## src/rtl/lock_pkg.sv

```systemverilog
// Shared lock protocol constants and requester FSM types.
// Imported by both the lock requester and the lock manager.
package lock_pkg;

   localparam logic [7:0] LOCK_OPC_LOCK   = 8'h04;
   localparam logic [7:0] LOCK_OPC_UNLOCK = 8'h06;
   localparam logic [7:0] ACK_GRANT       = 8'h01;
   localparam logic [7:0] ACK_DENY        = 8'h00;

   typedef enum logic [2:0] {
      ST_IDLE,
      ST_SEND,
      ST_WAIT_ACK,
      ST_BACKOFF,
      ST_DONE
   } lock_state_e;

   typedef enum logic {
      OP_LOCK   = 1'b0,
      OP_UNLOCK = 1'b1
   } lock_op_e;

endpackage

```

## src/rtl/lock_requester_if.sv

```systemverilog
// Accelerator request port plus the command/ack streams of the lock requester.
// master = the requester, slave = accelerator/manager side.
interface lock_requester_if #(
   parameter int LOCK_ID_W = 8
) ();

   logic                 req_valid;
   logic                 req_ready;
   logic                 req_op;
   logic [LOCK_ID_W-1:0] req_lock_id;
   logic                 done;

   logic [63:0]          cmdStream_TDATA;
   logic                 cmdStream_TVALID;
   logic                 cmdStream_TREADY;
   logic [3:0]           cmdStream_TID;

   logic [7:0]           ackStream_TDATA;
   logic                 ackStream_TVALID;
   logic                 ackStream_TREADY;

   logic [15:0]          retry_cnt;
   logic                 err_unexp_ack;

   modport master (
      input  req_valid, req_op, req_lock_id,
      output req_ready, done,
      output cmdStream_TDATA, cmdStream_TVALID, cmdStream_TID,
      input  cmdStream_TREADY,
      input  ackStream_TDATA, ackStream_TVALID,
      output ackStream_TREADY,
      output retry_cnt, err_unexp_ack
   );

   modport slave (
      output req_valid, req_op, req_lock_id,
      input  req_ready, done,
      input  cmdStream_TDATA, cmdStream_TVALID, cmdStream_TID,
      output cmdStream_TREADY,
      output ackStream_TDATA, ackStream_TVALID,
      input  ackStream_TREADY,
      input  retry_cnt, err_unexp_ack
   );

endinterface

```

## src/rtl/lock_requester.sv

```systemverilog
// Accelerator-side lock client: issues lock/unlock commands and
// retries denied locks after a fixed backoff until granted.
module lock_requester
   import lock_pkg::*;
#(
   parameter logic [3:0] ACC_ID    = 4'd0,
   parameter int         LOCK_ID_W = 8,
   parameter int         BACKOFF   = 16
) (
   input logic              clk,
   input logic              rst,
   lock_requester_if.master bus
);

   lock_state_e state_q, state_d;
   lock_op_e    op_q, op_d;
   logic [63:0] cmd_q, cmd_d;
   logic [15:0] retry_q, retry_d;
   logic [15:0] bo_q, bo_d;
   logic        err_q, err_d;

   logic [63:0] cmd_new;
   logic        ack_rdy;
   logic        ack_fire;
   logic        ack_bad;

   // Acks are always drained so a stray one never back-pressures the manager.
   assign ack_rdy  = ~rst;
   assign ack_fire = bus.ackStream_TVALID & ack_rdy;
   assign ack_bad  = (bus.ackStream_TDATA != ACK_GRANT) &&
                     (bus.ackStream_TDATA != ACK_DENY);

   always_comb begin
      cmd_new        = '0;
      cmd_new[7:0]   = bus.req_op ? LOCK_OPC_UNLOCK : LOCK_OPC_LOCK;
      cmd_new[8 +: LOCK_ID_W] = bus.req_lock_id;

      state_d = state_q;
      op_d    = op_q;
      cmd_d   = cmd_q;
      retry_d = retry_q;
      bo_d    = bo_q;
      err_d   = err_q;

      unique case (state_q)
         ST_IDLE: begin
            if (bus.req_valid) begin
               op_d    = lock_op_e'(bus.req_op);
               cmd_d   = cmd_new;
               retry_d = '0;
               state_d = ST_SEND;
            end
         end
         ST_SEND: begin
            if (bus.cmdStream_TREADY) begin
               state_d = (op_q == OP_LOCK) ? ST_WAIT_ACK : ST_DONE;
            end
         end
         ST_WAIT_ACK: begin
            if (ack_fire) begin
               if (bus.ackStream_TDATA == ACK_GRANT) begin
                  state_d = ST_DONE;
               end else begin
                  if (retry_q != 16'hFFFF) begin
                     retry_d = retry_q + 16'd1;
                  end
                  bo_d    = 16'(BACKOFF);
                  state_d = ST_BACKOFF;
               end
            end
         end
         ST_BACKOFF: begin
            if (bo_q <= 16'd1) begin
               state_d = ST_SEND;
            end else begin
               bo_d = bo_q - 16'd1;
            end
         end
         ST_DONE: begin
            state_d = ST_IDLE;
         end
         default: begin
            state_d = ST_IDLE;
         end
      endcase

      if (ack_fire && ((state_q != ST_WAIT_ACK) || ack_bad)) begin
         err_d = 1'b1;
      end
   end

   always_ff @(posedge clk) begin
      if (rst) begin
         state_q <= ST_IDLE;
         op_q    <= OP_LOCK;
         cmd_q   <= '0;
         retry_q <= '0;
         bo_q    <= '0;
         err_q   <= 1'b0;
      end else begin
         state_q <= state_d;
         op_q    <= op_d;
         cmd_q   <= cmd_d;
         retry_q <= retry_d;
         bo_q    <= bo_d;
         err_q   <= err_d;
      end
   end

   assign bus.req_ready        = (state_q == ST_IDLE);
   assign bus.done             = (state_q == ST_DONE);
   assign bus.cmdStream_TVALID = (state_q == ST_SEND);
   assign bus.cmdStream_TDATA  = cmd_q;
   assign bus.cmdStream_TID    = ACC_ID;
   assign bus.ackStream_TREADY = ack_rdy;
   assign bus.retry_cnt        = retry_q;
   assign bus.err_unexp_ack    = err_q;

endmodule

```

## src/flat_wrapper.sv

```systemverilog
// flat-port wrapper written by rule: the top's interface ports become plain ports
module lock_requester_flat import lock_pkg::*;
#(
   parameter logic [3:0] ACC_ID    = 4'd0,
   parameter int         LOCK_ID_W = 8,
   parameter int         BACKOFF   = 16
)
  (clk, rst, bus_req_valid, bus_req_op, bus_req_lock_id, bus_req_ready, bus_done, bus_cmdStream_TDATA, bus_cmdStream_TVALID, bus_cmdStream_TID, bus_cmdStream_TREADY, bus_ackStream_TDATA, bus_ackStream_TVALID, bus_ackStream_TREADY, bus_retry_cnt, bus_err_unexp_ack);
  lock_requester_if #(.LOCK_ID_W(LOCK_ID_W)) bus_i ();
  input logic clk;
  input logic rst;
  input wire logic [$bits(bus_i.req_valid)-1:0] bus_req_valid;
  input wire logic [$bits(bus_i.req_op)-1:0] bus_req_op;
  input wire logic [$bits(bus_i.req_lock_id)-1:0] bus_req_lock_id;
  output wire logic [$bits(bus_i.req_ready)-1:0] bus_req_ready;
  output wire logic [$bits(bus_i.done)-1:0] bus_done;
  output wire logic [$bits(bus_i.cmdStream_TDATA)-1:0] bus_cmdStream_TDATA;
  output wire logic [$bits(bus_i.cmdStream_TVALID)-1:0] bus_cmdStream_TVALID;
  output wire logic [$bits(bus_i.cmdStream_TID)-1:0] bus_cmdStream_TID;
  input wire logic [$bits(bus_i.cmdStream_TREADY)-1:0] bus_cmdStream_TREADY;
  input wire logic [$bits(bus_i.ackStream_TDATA)-1:0] bus_ackStream_TDATA;
  input wire logic [$bits(bus_i.ackStream_TVALID)-1:0] bus_ackStream_TVALID;
  output wire logic [$bits(bus_i.ackStream_TREADY)-1:0] bus_ackStream_TREADY;
  output wire logic [$bits(bus_i.retry_cnt)-1:0] bus_retry_cnt;
  output wire logic [$bits(bus_i.err_unexp_ack)-1:0] bus_err_unexp_ack;
  assign bus_i.req_valid = bus_req_valid;
  assign bus_i.req_op = bus_req_op;
  assign bus_i.req_lock_id = bus_req_lock_id;
  assign bus_req_ready = bus_i.req_ready;
  assign bus_done = bus_i.done;
  assign bus_cmdStream_TDATA = bus_i.cmdStream_TDATA;
  assign bus_cmdStream_TVALID = bus_i.cmdStream_TVALID;
  assign bus_cmdStream_TID = bus_i.cmdStream_TID;
  assign bus_i.cmdStream_TREADY = bus_cmdStream_TREADY;
  assign bus_i.ackStream_TDATA = bus_ackStream_TDATA;
  assign bus_i.ackStream_TVALID = bus_ackStream_TVALID;
  assign bus_ackStream_TREADY = bus_i.ackStream_TREADY;
  assign bus_retry_cnt = bus_i.retry_cnt;
  assign bus_err_unexp_ack = bus_i.err_unexp_ack;
  lock_requester #(.ACC_ID(ACC_ID), .LOCK_ID_W(LOCK_ID_W), .BACKOFF(BACKOFF)) u_core (.clk(clk), .rst(rst), .bus(bus_i));
endmodule
```

## config.mk

```make
export PLATFORM = sky130hd
export DESIGN_NAME = lock_requester_flat
export DESIGN_NICKNAME = d
export VERILOG_FILES = /design/src/rtl/lock_pkg.sv /design/src/rtl/lock_requester_if.sv /design/src/rtl/lock_requester.sv /design/src/flat_wrapper.sv
export SDC_FILE = /design/constraint.sdc
export NUM_CORES = 1
export LEC_CHECK = 0
export ABC_AREA = 1
export BUFFER_PORTS_ARGS = -buffer_cell sky130_fd_sc_hd__buf_2
export CORE_ASPECT_RATIO = 0.75
export CORE_MARGIN = 2
export CORE_UTILIZATION = 46
export DETAILED_ROUTE_END_ITERATION = 10
export GPL_TIMING_DRIVEN = 0
export HOLD_SLACK_MARGIN = 0.1
export PLACE_DENSITY = 0.86
export RECOVER_POWER = 50
export REMOVE_ABC_BUFFERS = 1
export SLEW_MARGIN = 40
export SYNTH_ARGS = -nofsm -noshare
export SYNTH_HDL_FRONTEND = slang
export SYNTH_SLANG_ARGS = --single-unit
```

## constraint.sdc

```tcl
create_clock -name clk -period 1.4 [get_ports clk]
set_input_delay 0.28 -clock clk [delete_from_list [all_inputs] [get_ports clk]]
set_output_delay 0.28 -clock clk [all_outputs]
set_load 0.02 [all_outputs]
```

# After elaboration in Yosys (flattened, before gate mapping)
# Cells that the tools add are included.
# totals
elab_cells	54
inputBits	22
ff_bits	53
# classes
n_lt_le_gt_ge	1
add_sub_neg	2
bitwise	2
n_mux	17
n_eq_ne	15
n_reduce_logical	11
# op_table
op	count
16-bit 2-to-1 mux	7
16-bit one-hot mux with 2 select lines	2
3-bit 2-to-1 mux	6
16-bit by 1-bit adder with 16-bit output (second input constant)	1
16-bit by 1-bit less-or-equal comparator with 1-bit output (second input constant)	1
16-bit inequality test (second input constant)	1
16-bit by 1-bit subtractor with 16-bit output (second input constant)	1
3-bit one-hot mux with 4 select lines	1
8-bit by 1-bit equality test with 1-bit output (second input constant)	1
2-bit by 1-bit inequality test with 1-bit output (second input constant)	4
8-bit by 1-bit inequality test with 1-bit output (second input constant)	1
4-bit AND reduction	2
8-bit nonzero test	1
3-bit by 2-bit equality test with 1-bit output (second input constant)	2
2-bit inequality test (second input constant)	3
5-bit AND reduction	1
2-bit nonzero test	2
3-bit by 1-bit equality test with 1-bit output (second input constant)	1
3-bit equality test (second input constant)	1
3-bit zero test	1
3-bit by 2-bit inequality test with 1-bit output (second input constant)	1
1-bit logical AND	2
2-bit 2-to-1 mux	1
2-bit AND reduction	1
other kinds (3)	3

# Longest topological paths before layout
# depth
ltp_word	5
depth_mapped	12

# Worst setup path before layout
# No wires, ideal clock.
# synth_timing
path_kind	register -> register
start	register u_core.retry_q[0], in the netlist u_core.bus.retry_cnt[0]
end	register u_core.retry_q[4], in the netlist u_core.bus.retry_cnt[4]
arrival_time_ps	1646
path_stages_with_launch	11
path_slack_ps	-316
cell_sequence	dfxtp_1 ha_1 nand2_1 nor2_4 nand3_2 nor2_4 inv_2 nand2_4 buf_6 nand2_1 a21oi_1
# synth_between
elab_chain_cells	5
word_cells_on_any_way	8
# synth_rtl
element	line_no	text
start, declared	lock_requester.sv:18	logic [15:0] retry_q, retry_d;
start signal, assigned	lock_requester.sv:104	retry_q <= retry_d;
16-bit by 1-bit adder with 16-bit output	lock_requester.sv:65	retry_d = retry_q + 16'd1;
16-bit 2-to-1 mux	lock_requester.sv:64	if (retry_q != 16'hFFFF) begin
16-bit 2-to-1 mux	lock_requester.sv:61	if (bus.ackStream_TDATA == ACK_GRANT) begin
16-bit 2-to-1 mux	lock_requester.sv:60	if (ack_fire) begin
16-bit one-hot mux with 2 select lines	lock_requester.sv:45	unique case (state_q)
# Several ways; a longest one is shown, not always the timed one. The select of a mux whose other input is x is not followed.
# A chain may end at the register's enable or synchronous reset.

# Final worst setup path
# layout_timing
start	register u_core.state_q[0]
end	register u_core.bo_q[5]
# layout_between
elab_chain_cells	3
word_cells_on_any_way	8
# layout_rtl
element	line_no	text
start, declared	lock_requester.sv:15	lock_state_e state_q, state_d;
start signal, assigned	lock_requester.sv:101	state_q <= state_d;
3-bit by 2-bit equality test with 1-bit output	lock_requester.sv:45	
2-bit inequality test (no line), or another cell as far along	n/a	
4-bit AND reduction (no line)	n/a	
end signal, assigned	lock_requester.sv:105	bo_q <= bo_d;
end, declared	lock_requester.sv:19	logic [15:0] bo_q, bo_d;
# Several ways; a longest one is shown, not always the timed one.

==> flow_summary.ini <==
[setup_path]
r2r_setup_slack_ns = -0.20
r2r-start = u_core.state_q[0]
cp-end-kind = flop
critPathMaxFanout = 11
r2r_end = u_core.bo_q[5]
crit_arrival_ns = 1.82
reg2reg_depth = 8
cp-startpoint = u_core.state_q[0]
cp.required_ns = 1.62
crit_path_start_kind = flop
setup.worst_path.class = flop to flop

[hold_path]
whs_path_depth = 3
hold_path_end = u_core.bus.cmdStream_TDATA[9]
holdCritStartpoint = bus_req_lock_id[1]
worstHoldPathType = primary input to flop

[synth]
synth-seq-cells = 46
netlist_top_cells_area = dfxtp_1, nand2_1, buf_4
synth_top_cell_by_area = dfxtp_1
netlist_area_sq_um = 3150
ys_types = 31
post-synth-top-area-fraction_pct = 29.2
ys_warn_count = 0
netlist_instances = 501
ys_seq_area_share_pct = 29.2
avgSynthCellArea_sq_um = 6.30

[cells_and_area]
fin_cells = 663
drive_gt1_share_pct = 26.8
fin_util_pct = 59.0
area_growth_pct = 26.0
layout_commonest_cell = nand2_1
mostFrequentLayoutCells = nand2_1, nor2_1, conb_1
antenna_cells = 0
fin_nets = 603

[placed_design]
io_buffers = 52
place_congestion = 0.928
dpl.cell_count = 624
hpwl_um = 5230

[power_and_ir_drop]
leakagePower_nw = 1.71
power.density_nw_per_um2 = 1680
irDropWorstVdd_v = 0.000944

[floorplanning]
die-height_um = 75.7
ios = 111
coreArea_sq_um = 6730
fp.dieW_um = 99.6
row_count = 26
design.die.area_sq_um = 7540
start_util_pct = 46.8

[cts]
cts_buffers = 5
cts_max_path_buffers = 2
root_buffer = clkbuf_8
clk_pin_slew_worst_paths_ns = 0.09
clk_latency_ns = 0.31
cts-htree-levels = 2
cts_num_sinks = 46
cts-hold-fix-buffers = 0
cts_tree = done

[detailed_routing]
via_count = 3508
drt_iter0_markers = 378
antenna_left = 0
wl_per_cell_um = 14.5
drc = 0
wl_um = 9600
vias_per_cell = 5.29
first_pass_iters = 7

[sta]
clock.fmax_mhz = 625
holdWs_ns = 0.240
grt_setup_unrepaired = yes
fin_crit_sh_pct = 114
setup_ws_ns = -0.199
drv_slew = 0
clock_skew_ns = 0.00917
setup_violations = 36
finalCriticalPeriod_ns = 1.60
hold_viol_final = 0

[status]
outcome = complete, but fails checks
violations = negative setup slack

[grt]
grt_pass1_vias = 2967
antenna_found_initial = 0
overflow = 0
grt_max_degree = 36
grt_usage_pct = 21.7
grt_pass1_wl_um = 13100

[flow_run]
cap_violations = 0
final cells by class:
class / count / area, sq um
tap: 84 / 105
fill: 547 / 2760
sequential: 46 / 960
inverter: 45 / 198
timing repair buffer: 81 / 559
clock inverter: 1 / 5.00
clock buffer: 7 / 86.3
multi-input combinational: 399 / 2060
critical path, cell delays in order, from the launching register on:
cell	delay, ns
dfxtp_4	0.41
inv_4	0.05
buf_6	0.11
nor3_4	0.27
nand2_2	0.13
buf_4	0.18
nand2_8	0.11
nand2_1	0.07
a21oi_1	0.17
cell usage after synthesis:
cell type  count
clkinv_2       1
buf_6          4
nand3b_1       1
nor3b_1        1
clkinv_1       1
inv_2          6
nand3_2        3
buf_2          1
nor2_4         4
buf_4         59
nor3_1         4
o21ai_1        4
xor2_1         5
dfxtp_1       46
a21oi_1       37
a211oi_1       1
inv_1         37
nand2_2        1
nand2_4        1
nand2_1      134
xnor2_1        4
nand4_1        5
conb_1         1
o21ai_0        3
nor2_1        88
nor2_2         1
clkbuf_1       6
nor4_1         1
ha_1           3
nor3_2         1
nand3_1       37
through the flow:
step	TNS [ns]	area (sq um)	setup WS (ns)	total power, mW
2_1_floorplan	-9.86	2850	-0.322	3.60
6_report	-5.22	3970	-0.199	6.66
4_1_cts	-0.611	3710	-0.0488	5.89
3_3_place_gp	-27.95	3220	-0.893	4.13
5_1_grt	-7.20	3970	-0.289	6.99
3_5_place_dp	-31.59	3220	-0.976	4.21
kinds of logic (layout without fill, tap and decap cells):
logic type                 after synthesis  count (layout)  share of synthesized area, %
buffers and inverters                  115             134                          21.7
adders and majority gates                3               3                          1.19
AOI/OAI and AO/OA                       45              45                          7.22
xor gates and xnor gates                 9               9                          2.50
DFF                                     46              46                          29.2
other                                    1              58                         0.119
and+or+nand+nor                        282             284                          38.0
power by group:
group / switching [mW] / leakage [nW] / internal, mW
Sequential: 0.220 / 0.384 / 1.53
Clock: 0.473 / 0.0482 / 0.399
Combinational: 2.56 / 1.28 / 1.47
Total: 3.26 / 1.71 / 3.40
registers in the layout (all words and copies together), names as in the netlist:
signal                      count
u_core.bus.retry_cnt           16
u_core.state_q                  3
u_core.bo_q                    16
u_core.bus.err_unexp_ack        1
u_core.bus.cmdStream_TDATA     10
layer usage:
layer	vias up	routed length, um	part of all wire [%]	GRT usage, %
met5	-	0	0	0
met3	61	1070	11	4.68
met1	1547	3640	38	27.5
met4	0	437	4.6	10.8
met2	295	4450	46	36.0
li1	1605	-	-	-
worst max path at each step:
| stage | end | depth (start not counted) |
|---|---|---|
| 6_report | u_core.bo_q[5] | 8 |
| 5_1_grt | u_core.bo_q[14] | 10 |
| 4_1_cts | u_core.bo_q[10] | 11 |
| 3_5_place_dp | u_core.bo_q[13] | 10 |
| 3_3_place_gp | u_core.bo_q[13] | 10 |
| 2_1_floorplan | u_core.bus.cmdStream_TDATA[10] | 6 |
what timing repair did:
| item | CTS | global route |
|---|---|---|
| pin swaps | 15 | 29 |
| resized for setup | 78 | 40 |
| endpoints found under the setup margin | 49 | 41 |
| gates cloned | 2 | 1 |
| setup buffers | 17 | 14 |
| endpoints found under the hold margin | 0 | 0 |
Power figures use the tool's default switching activity.
